`src/rtl/mips_pkg.sv`:
```
// Shared constants for the MIPS pipeline:
// load-type encodings and the hard-wired zero register.
package mips_pkg;
    localparam logic [2:0] LD_LW  = 3'd0;
    localparam logic [2:0] LD_LB  = 3'd1;
    localparam logic [2:0] LD_LBU = 3'd2;
    localparam logic [2:0] LD_LH  = 3'd3;
    localparam logic [2:0] LD_LHU = 3'd4;
    localparam logic [4:0] REG_ZERO = 5'd0;
endpackage

```
`src/rtl/mem_wb_stage_load_align.sv`:
```
// Sub-word load alignment and extension.
// Reports LW/LH/LHU accesses that are not naturally aligned.
module load_align
    import mips_pkg::*;
(
    input  logic [31:0] i_rdata,
    input  logic [1:0]  i_addr_lo,
    input  logic [2:0]  i_load_type,
    output logic [31:0] o_data,
    output logic        o_misalign
);
    logic [7:0]  w_byte;
    logic [15:0] w_half;

    always_comb begin
        w_byte = i_rdata[7:0];
        case (i_addr_lo)
            2'd1:    w_byte = i_rdata[15:8];
            2'd2:    w_byte = i_rdata[23:16];
            2'd3:    w_byte = i_rdata[31:24];
            default: w_byte = i_rdata[7:0];
        endcase
        w_half = i_addr_lo[1] ? i_rdata[31:16] : i_rdata[15:0];
    end

    // Encodings 5-7 fall through to the LW behaviour.
    always_comb begin
        o_data     = i_rdata;
        o_misalign = (i_addr_lo != 2'b00);
        case (i_load_type)
            LD_LB: begin
                o_data     = {{24{w_byte[7]}}, w_byte};
                o_misalign = 1'b0;
            end
            LD_LBU: begin
                o_data     = {24'd0, w_byte};
                o_misalign = 1'b0;
            end
            LD_LH: begin
                o_data     = {{16{w_half[15]}}, w_half};
                o_misalign = i_addr_lo[0];
            end
            LD_LHU: begin
                o_data     = {16'd0, w_half};
                o_misalign = i_addr_lo[0];
            end
            default: begin
                o_data     = i_rdata;
                o_misalign = (i_addr_lo != 2'b00);
            end
        endcase
    end
endmodule

```
`src/rtl/mem_wb_stage.sv`:
```
// MEM/WB pipeline register and write-back formatter.
// Drives the register-file write port and the retire counter.
module mem_wb_stage
    import mips_pkg::*;
#(
    parameter int unsigned CNT_W = 32
) (
    input  logic             Clk,
    input  logic             Rst,
    input  logic             Stall,
    input  logic             Flush,
    input  logic             MemValid,
    input  logic             MemRegWrite,
    input  logic             MemToReg,
    input  logic [2:0]       MemLoadType,
    input  logic [1:0]       MemAddrLo,
    input  logic [31:0]      MemRdata,
    input  logic [31:0]      MemAluResult,
    input  logic [4:0]       MemWriteR,
    output logic             RegWrite,
    output logic [4:0]       WriteR,
    output logic [31:0]      WriteD,
    output logic             WbValid,
    output logic             MisalignErr,
    output logic [CNT_W-1:0] RetireCount
);
    logic [31:0] w_al_data;
    logic        w_al_mis;
    logic        w_mis;
    logic        w_rw;
    logic [31:0] w_wd;

    logic             r_rw;
    logic [4:0]       r_wr;
    logic [31:0]      r_wd;
    logic             r_valid;
    logic             r_mis;
    logic [CNT_W-1:0] r_cnt;

    load_align u_align (
        .i_rdata     (MemRdata),
        .i_addr_lo   (MemAddrLo),
        .i_load_type (MemLoadType),
        .o_data      (w_al_data),
        .o_misalign  (w_al_mis)
    );

    assign w_mis = MemValid & MemToReg & w_al_mis;
    assign w_rw  = MemValid & MemRegWrite
                 & (MemWriteR != REG_ZERO) & ~w_mis;
    assign w_wd  = MemToReg ? w_al_data : MemAluResult;

    always_ff @(posedge Clk) begin
        if (Rst) begin
            r_rw    <= 1'b0;
            r_wr    <= '0;
            r_wd    <= '0;
            r_valid <= 1'b0;
            r_mis   <= 1'b0;
            r_cnt   <= '0;
        end else if (Flush) begin
            r_rw    <= 1'b0;
            r_wr    <= '0;
            r_wd    <= '0;
            r_valid <= 1'b0;
            r_mis   <= 1'b0;
        end else if (!Stall) begin
            r_rw    <= w_rw;
            r_wr    <= MemWriteR;
            r_wd    <= w_wd;
            r_valid <= MemValid;
            r_mis   <= w_mis;
            r_cnt   <= r_cnt + {{(CNT_W-1){1'b0}}, MemValid};
        end
    end

    assign RegWrite    = r_rw;
    assign WriteR      = r_wr;
    assign WriteD      = r_wd;
    assign WbValid     = r_valid;
    assign MisalignErr = r_mis;
    assign RetireCount = r_cnt;
endmodule

```
`config.mk`:
```
export PLATFORM = sky130hd
export DESIGN_NAME = mem_wb_stage
export DESIGN_NICKNAME = d
export VERILOG_FILES = /design/src/rtl/mips_pkg.sv /design/src/rtl/mem_wb_stage_load_align.sv /design/src/rtl/mem_wb_stage.sv
export SDC_FILE = /design/constraint.sdc
export NUM_CORES = 1
export LEC_CHECK = 0
export CAP_MARGIN = 10
export CORE_ASPECT_RATIO = 1.25
export CORE_MARGIN = 8
export CORE_UTILIZATION = 30
export DETAILED_ROUTE_END_ITERATION = 8
export SKIP_CTS_REPAIR_TIMING = 1
export SLEW_MARGIN = 25
export SYNTH_ARGS = -nofsm -noshare
export SYNTH_HDL_FRONTEND = slang
export SYNTH_HIERARCHICAL = 1
export SYNTH_SLANG_ARGS = --single-unit
```
`constraint.sdc`:
```
create_clock -name Clk -period 6.1 [get_ports Clk]
set_input_delay 1.22 -clock Clk [delete_from_list [all_inputs] [get_ports Clk]]
set_output_delay 1.22 -clock Clk [all_outputs]
set_load 0.02 [all_outputs]
```
==> results.md, run 1 <==
* Overflow after GRT at 0
* Clk_skew at 8.737 ps
* Startpoint Class: input pin
* Largest net degree at the start of global routing at 78
* Max Fclk at 251.4 MHz
* Clock Sinks at 72
* Endpoint type of the worst setup path: register
* Pins Over Slew Limit at 0
* Pint at 918.7 µW
* Yosys reg bits at 72
* Global-route wire length before repair at 24.22 mm
* CP Cell Sequence: clkdlybuf4s50_1 > nor4bb_1 > buf_4 > a211oi_2 > a22oi_1 > nand2_1 > mux2i_1 > nor2_1 > a21oi_1 > nor2_1
* Slowest-stage cell, CP: clkdlybuf4s50_1
* PnR worst setup slack at 2122 ps
* Total wire length at 15.52 mm
* Ys async rst share at 0%
* Layout cells sized above 1 at 6.875%
* Critical Path Max Stage Delay at 1020 ps
* Hold path start: RegWrite
* Die area at 18,060 µm²
* WP data required at 6290 ps
* Fillers at 1,342
* Sequential fraction of the synthesis area at 34.34%
* Net Sw Frac at 27.19%
* Static Leak at 2.323 nW
* CTS H-tree depth at 3
* Starting Density at 30.52%
* Net Switching at 343.1 µW
* Critical Path AT at 4160 ps
* Setup TNS at 0 ps
* Wire per inst at 19.04 µm
* Most used cell, CP: nor2_1
* Distinct cells, synth at 47
* DPL Wire Length at 11.92 mm
* Syn Area/Cell at 8.296 µm²
* GRT Max-Usage Layer: met2
* Synth Instances at 506
* Part of the power in registers at 38.5%
* IO Port Bufs at 152
* Crit Path Class: input pin to register
* Pwr Total at 1.262 mW
* DRT iter0 DRCs at 399
* Worst R2R Start: RetireCount[0]
* Layout area overhead at 44.95%
* Final Hold Fails at 0
* Vias post-DR at 4,325
* Final Non-Filler Cells at 815
* Syn_nets at 590
* TritonRoute pass-1 iters at 6
* # diodes at 0
* Dpl cells at 799
* RSZ-0062 raised after global routing: false
* Peak supply drop at 0.1077 mV
* Row cnt at 48
* MaxCap Viol Count at 0
* Final Setup Violations at 0
* YS warnings at 6
* Final hold slack at 470.2 ps
* Average via count per standard cell at 5.307
* Max FO, Critical Path at 17
* Register clock-pin slew on the reported worst setup and hold paths at 60 ps
* Antenna violations before repair at 0
* GR Util met3 at 6.525%
* Main flop type after synthesis: dfxtp_1
* Final GP Congestion at 0.9281
* Proportion of power drawn by the clock network at 42.1%
* Final Net Count at 719
* GR Util All Layers at 16.95%
* PD cells at 207.4 nW/µm²
* Period utilisation layout at 65.21%
* Relative slew margins at 31.10%
* Residual DRC count at 0
* Ports at 153
* Post-layout minimum cycle time at 3978 ps
* Die X at 121.8 µm
* Core Box Area at 13,750 µm²
* Status: finished, final reports clean
* Met1 Use GR at 19.67%
* Pre-CTS setup slack at 1789 ps
* Met2 Use GR at 28.35%
* Total CTS buffers at 9
* Actual slew at the worst max-slew pin at 1033 ps
* Hold Path Class: register to register
* Root buf cell: clkbuf_16
* Comb power frac at 19.4%
* Worst skew pair latency at 330 ps
* Antenna-violating nets left at 0
* Chip height at 148.3 µm
* Critical Path Start: MemAddrLo[1]
* Post-synth EDFFs at 0
* Number of global-route vias before repair at 4,296
* Max Root-Sink Buffers at 2
* CTS tree: yes
* Post-Syn Area at 4198 µm²
[cell type report]
cell class	count	area (µm²)	share of cell area, %
clock inverter	6	68.82	1.131
clock buffer	10	229.0	3.763
inverter	6	22.52	0.3701
timing repair buffer	156	1541	25.33
multi-input combinational	390	2562	42.11
tap	175	219.0	3.599
sequential	72	1441	23.69
[registers in the layout, indices dropped and copies added, names as in the netlist]
name and cells:
RetireCount 32, WriteD 32, WriteR 5, MisalignErr 1, RegWrite 1, WbValid 1
[worst paths after layout]
| check | slack (ps) | to | cells past startpoint |
|---|---|---|---|
| worst min register to register | 470 | RegWrite | 2 |
| worst max-delay path | 2120 | WriteD[7] | 10 |
| worst max register to register | 3580 | RetireCount[30] | 6 |
| worst min-delay path | 470 | RegWrite | 2 |
[metal layers]
metal  vias to the layer above  routed length, µm
met5                         -                  0
met4                         0                192
met3                        10               1513
met2                       182               7467
met1                      2032               6343
li1                       2101                  -
[placed cells by master, fill, tap and decap left out, drive strengths merged, types with 6 or more instances in the layout]
cell type      count
mux2               8
clkbuf            10
nand3              7
clkdlybuf4s50    150
nand2             37
a22oi              8
xor2               9
buf                6
nor2              94
nand4             13
or4               10
a221o              7
a21oi             52
mux2i             38
nor2b              7
nor4               8
mux4               8
o21ai             14
a21o              16
dfxtp             72
o31ai              9
a32oi              9
inv                7
[Yosys cell counts (8+ instances only)]
cell      instances  share of area (%)
a21o_1           16                2.9
or4_1             9                1.6
clkbuf_1         22                2.0
mux2i_1          38                9.1
nor2_1           94                8.4
buf_2            11                1.3
nand4_1          12                1.8
a21oi_1          52                6.2
xor2_1            9                1.9
a22oi_1           8                1.4
mux2_2            8                2.1
a32oi_1           9                1.9
dfxtp_1          72                 34
o31ai_1           8                1.4
nand2_1          37                3.3
o21ai_0          14                1.7
nor4_1            8                1.2
[critical path, delay by kind of cell]
family                 cells  cell delay (ps)
AOI/OAI and AO/OA          3              490
buffers and inverters      2             1310
muxes                      1              160
and+or+nand+nor            4              970
[logic make-up (layout without fill, tap and decap cells)]
group / after synthesis / after routing / share of synthesized area [%]
AO/OA/AOI/OAI: 121 / 121 / 18.93
XOR/XNOR: 11 / 11 / 2.295
adder cells (fa/ha/maj): 3 / 3 / 0.8943
buffers and inverters: 44 / 178 / 4.620
flip-flops: 72 / 72 / 34.34
multiplexers: 54 / 54 / 15.59
AND/OR/NAND/NOR: 201 / 201 / 23.34
[power groups by stage]
stage                     clock, mW  combinational (mW)  sequential (mW)
after floorplan                   0               0.120            0.507
after global placement            0               0.244            0.496
after detailed placement          0               0.245            0.496
after CTS                     0.547               0.246            0.486
after global routing          0.566               0.264            0.487
final                         0.532               0.244            0.486
[through the flow]
stage	utilization [%]	area, µm²
finish	44.24	6085
global route	44.24	6085
CTS	44.24	6085
detailed placement	42.08	5787
global placement	42.08	5787
floorplan	-	4198
No activity file was read; power rests on OpenSTA's default activity.
==> run 2, diff against run 1 <==
==> constraint.sdc (replaced) <==
create_clock -name Clk -period 3.5 [get_ports Clk]
set_input_delay 0.7 -clock Clk [delete_from_list [all_inputs] [get_ports Clk]]
set_output_delay 0.7 -clock Clk [all_outputs]
set_load 0.02 [all_outputs]
==> run 2 against run 1 <==
Critical path depth decreased by 1. Non-clock buffer count increased by 5. Largest cell class unchanged. Wire length decreased by 1.6%. Setup slack got worse by 1600 ps. Global-route usage about the same. Sequential share of layout area decreased by 0.15 points. Hold slack improved by 13 ps. Clock power increased by 74%. Cell count increased by 0.61%.
==> results.md, run 2 (synthesis gave the netlist of run 1 again) <==
* Clk_skew at 5.880 ps (was 8.737 ps)
* Peak supply drop at 0.2228 mV (was 0.1077 mV)
* Fillers at 1,388 (was 1,342)
* Max Root-Sink Buffers at 2 (unchanged)
* Hold Path Class: register to register (unchanged)
* Number of global-route vias before repair at 4,471 (was 4,296)
* Commonest non-fill, non-tap cells in the layout: clkdlybuf4s50_1, nor2_1, dfxtp_1 (unchanged)
* CP top delay family: buffers and inverters (unchanged)
* Most common cell after layout, fill and taps aside: clkdlybuf4s50_1 (unchanged)
* WP buf/inv at 2 (unchanged)
* MaxCap Viol Count at 0 (unchanged)
* Startpoint Class: input pin (unchanged)
* Register clock-pin slew on the reported worst setup and hold paths at 60 ps (about the same)
* Critical Path Max Stage Delay at 700 ps (was 1020 ps)
* Core Box Area at 13,750 µm² (unchanged)
* Relative slew margins at 30.61% (was 31.10%)
* DRT iter0 DRCs at 313 (was 399)
* Actual slew at the worst max-slew pin at 1041 ps (was 1033 ps)
* Max Fclk at 339.6 MHz
* # diodes at 0 (unchanged)
* Most used cell, CP: nor2_1 (unchanged)
* Root buf cell: clkbuf_16 (unchanged)
* Antenna violations before repair at 0 (unchanged)
* Design area at 6123 µm² (was 6085 µm²)
* Largest net degree at the start of global routing at 76 (was 78)
* GR Util All Layers at 16.96% (was 16.95%)
* Pwr Total at 2.202 mW (was 1.262 mW)
* Post-layout minimum cycle time at 2945 ps
* Final Net Count at 724 (was 719)
* Vias post-DR at 4,348 (was 4,325)
* Static Leak at 2.361 nW (was 2.323 nW)
* Crit Path Class: input pin to register (unchanged)
* CP Cell Sequence: clkdlybuf4s50_1 > nor2_1 > xnor2_1 > buf_4 > a21o_1 > mux2i_1 > nor2_1 > a21oi_1 > nor2_1 (was clkdlybuf4s50_1 > nor4bb_1 > buf_4 > a211oi_2 > a22oi_1 > nand2_1 > mux2i_1 > nor2_1 > a21oi_1 > nor2_1)
* Max FO, Critical Path at 15 (was 17)
* Wire per inst at 18.63 µm (was 19.04 µm)
* Total wire length at 15.27 mm (was 15.52 mm)
* Setup TNS at 0 ps (unchanged)
* WP data required at 3690 ps (was 6290 ps)
* Residual DRC count at 0 (unchanged)
* Endpoint type of the worst setup path: register (unchanged)
* Layout area overhead at 45.87% (was 44.95%)
* RSZ-0062 raised after global routing: false (unchanged)
* PD cells at 359.5 nW/µm² (was 207.4 nW/µm²)
* Final Hold Fails at 0 (unchanged)
* Critical Path AT at 3140 ps (was 4160 ps)
* Average via count per standard cell at 5.302 (was 5.307)
* Antenna-violating nets left at 0 (unchanged)
* Clock Sinks at 72 (unchanged)
* Slowest-stage cell, CP: nor2_1 (was clkdlybuf4s50_1)
* Die area at 18,060 µm² (unchanged)
* Final hold slack at 483.3 ps (was 470.2 ps)
* Final GP Congestion at 0.9894 (was 0.9281)
* Row cnt at 48 (unchanged)
* Placed inst area at 5824 µm² (was 5787 µm²)
* Layout cells sized above 1 at 7.597% (was 6.875%)
* Multi-input gate area at 2562 µm² (unchanged)
* TritonRoute pass-1 iters at 7 (was 6)
* Register area at 1441 µm² (unchanged)
* Global-route wire length before repair at 24.06 mm (was 24.22 mm)
* CTS tree: yes (unchanged)
* IO Port Bufs at 152 (unchanged)
* DPL Wire Length at 11.75 mm (was 11.92 mm)
* Starting Density at 30.52% (unchanged)
* Die X at 121.8 µm (unchanged)
* CTS H-tree depth at 3 (unchanged)
* Status: finished, final reports clean (unchanged)
* Chip height at 148.3 µm (unchanged)
* Pins Over Slew Limit at 0 (unchanged)
* Overflow after GRT at 0 (unchanged)
* Ports at 153 (unchanged)
* Final Setup Violations at 0 (unchanged)
* Total CTS buffers at 9 (unchanged)
* Worst skew pair latency at 330 ps (about the same)
* Period utilisation layout at 84.14%
run 2: final timing paths:
| kind | slack (ps) | start | cells after the start | end |
|---|---|---|---|---|
| setup / recovery | 560 | MemLoadType[1] | 9 | WriteD[29] |
| hold / removal | 480 | RegWrite | 2 | RegWrite |
| setup reg to reg | 1150 | RetireCount[0] | 6 | RetireCount[28] |
| hold reg to reg | 480 | RegWrite | 2 | RegWrite |
run 2: through the flow:
step	utilization, %	cells	setup WS, ps
final	44.52	820	555.1
after global routing	44.52	820	378.1
after CTS	44.52	820	678.6
after detailed placement	42.35	804	321.2
after global placement	42.35	804	365.7
after floorplan	-	506	1081
run 2: where the power goes:
part           total, mW  switching [mW]  internal (mW)
sequential         0.846         0.00915          0.837
combinational      0.428           0.214          0.214
clock              0.928           0.358          0.570
run 2: layout make-up:
cell class                      count  share of cell area (%)
Multi-Input combinational cell    390                   41.85
Clock buffer                       11                   3.964
Clock inverter                      5                  0.9195
Sequential cell                    72                   23.54
Timing Repair Buffer              161                   25.79
Inverter                            6                  0.3678
Tap cell                          175                   3.576
run 2: worst register-to-register path, cell delays in order (launching register included):
cell and delay, ps:
dfxtp_1 360, ha_1 290, ha_1 230, and4_1 290, nand2_1 280, nor4_1 420
mux2_2 380
run 2: layer usage:
layer  track usage, %  share of wire (%)
met1            18.50                 40
met2            28.21                 48
met3            6.942                9.5
met4            7.297                2.9
met5                0                  0
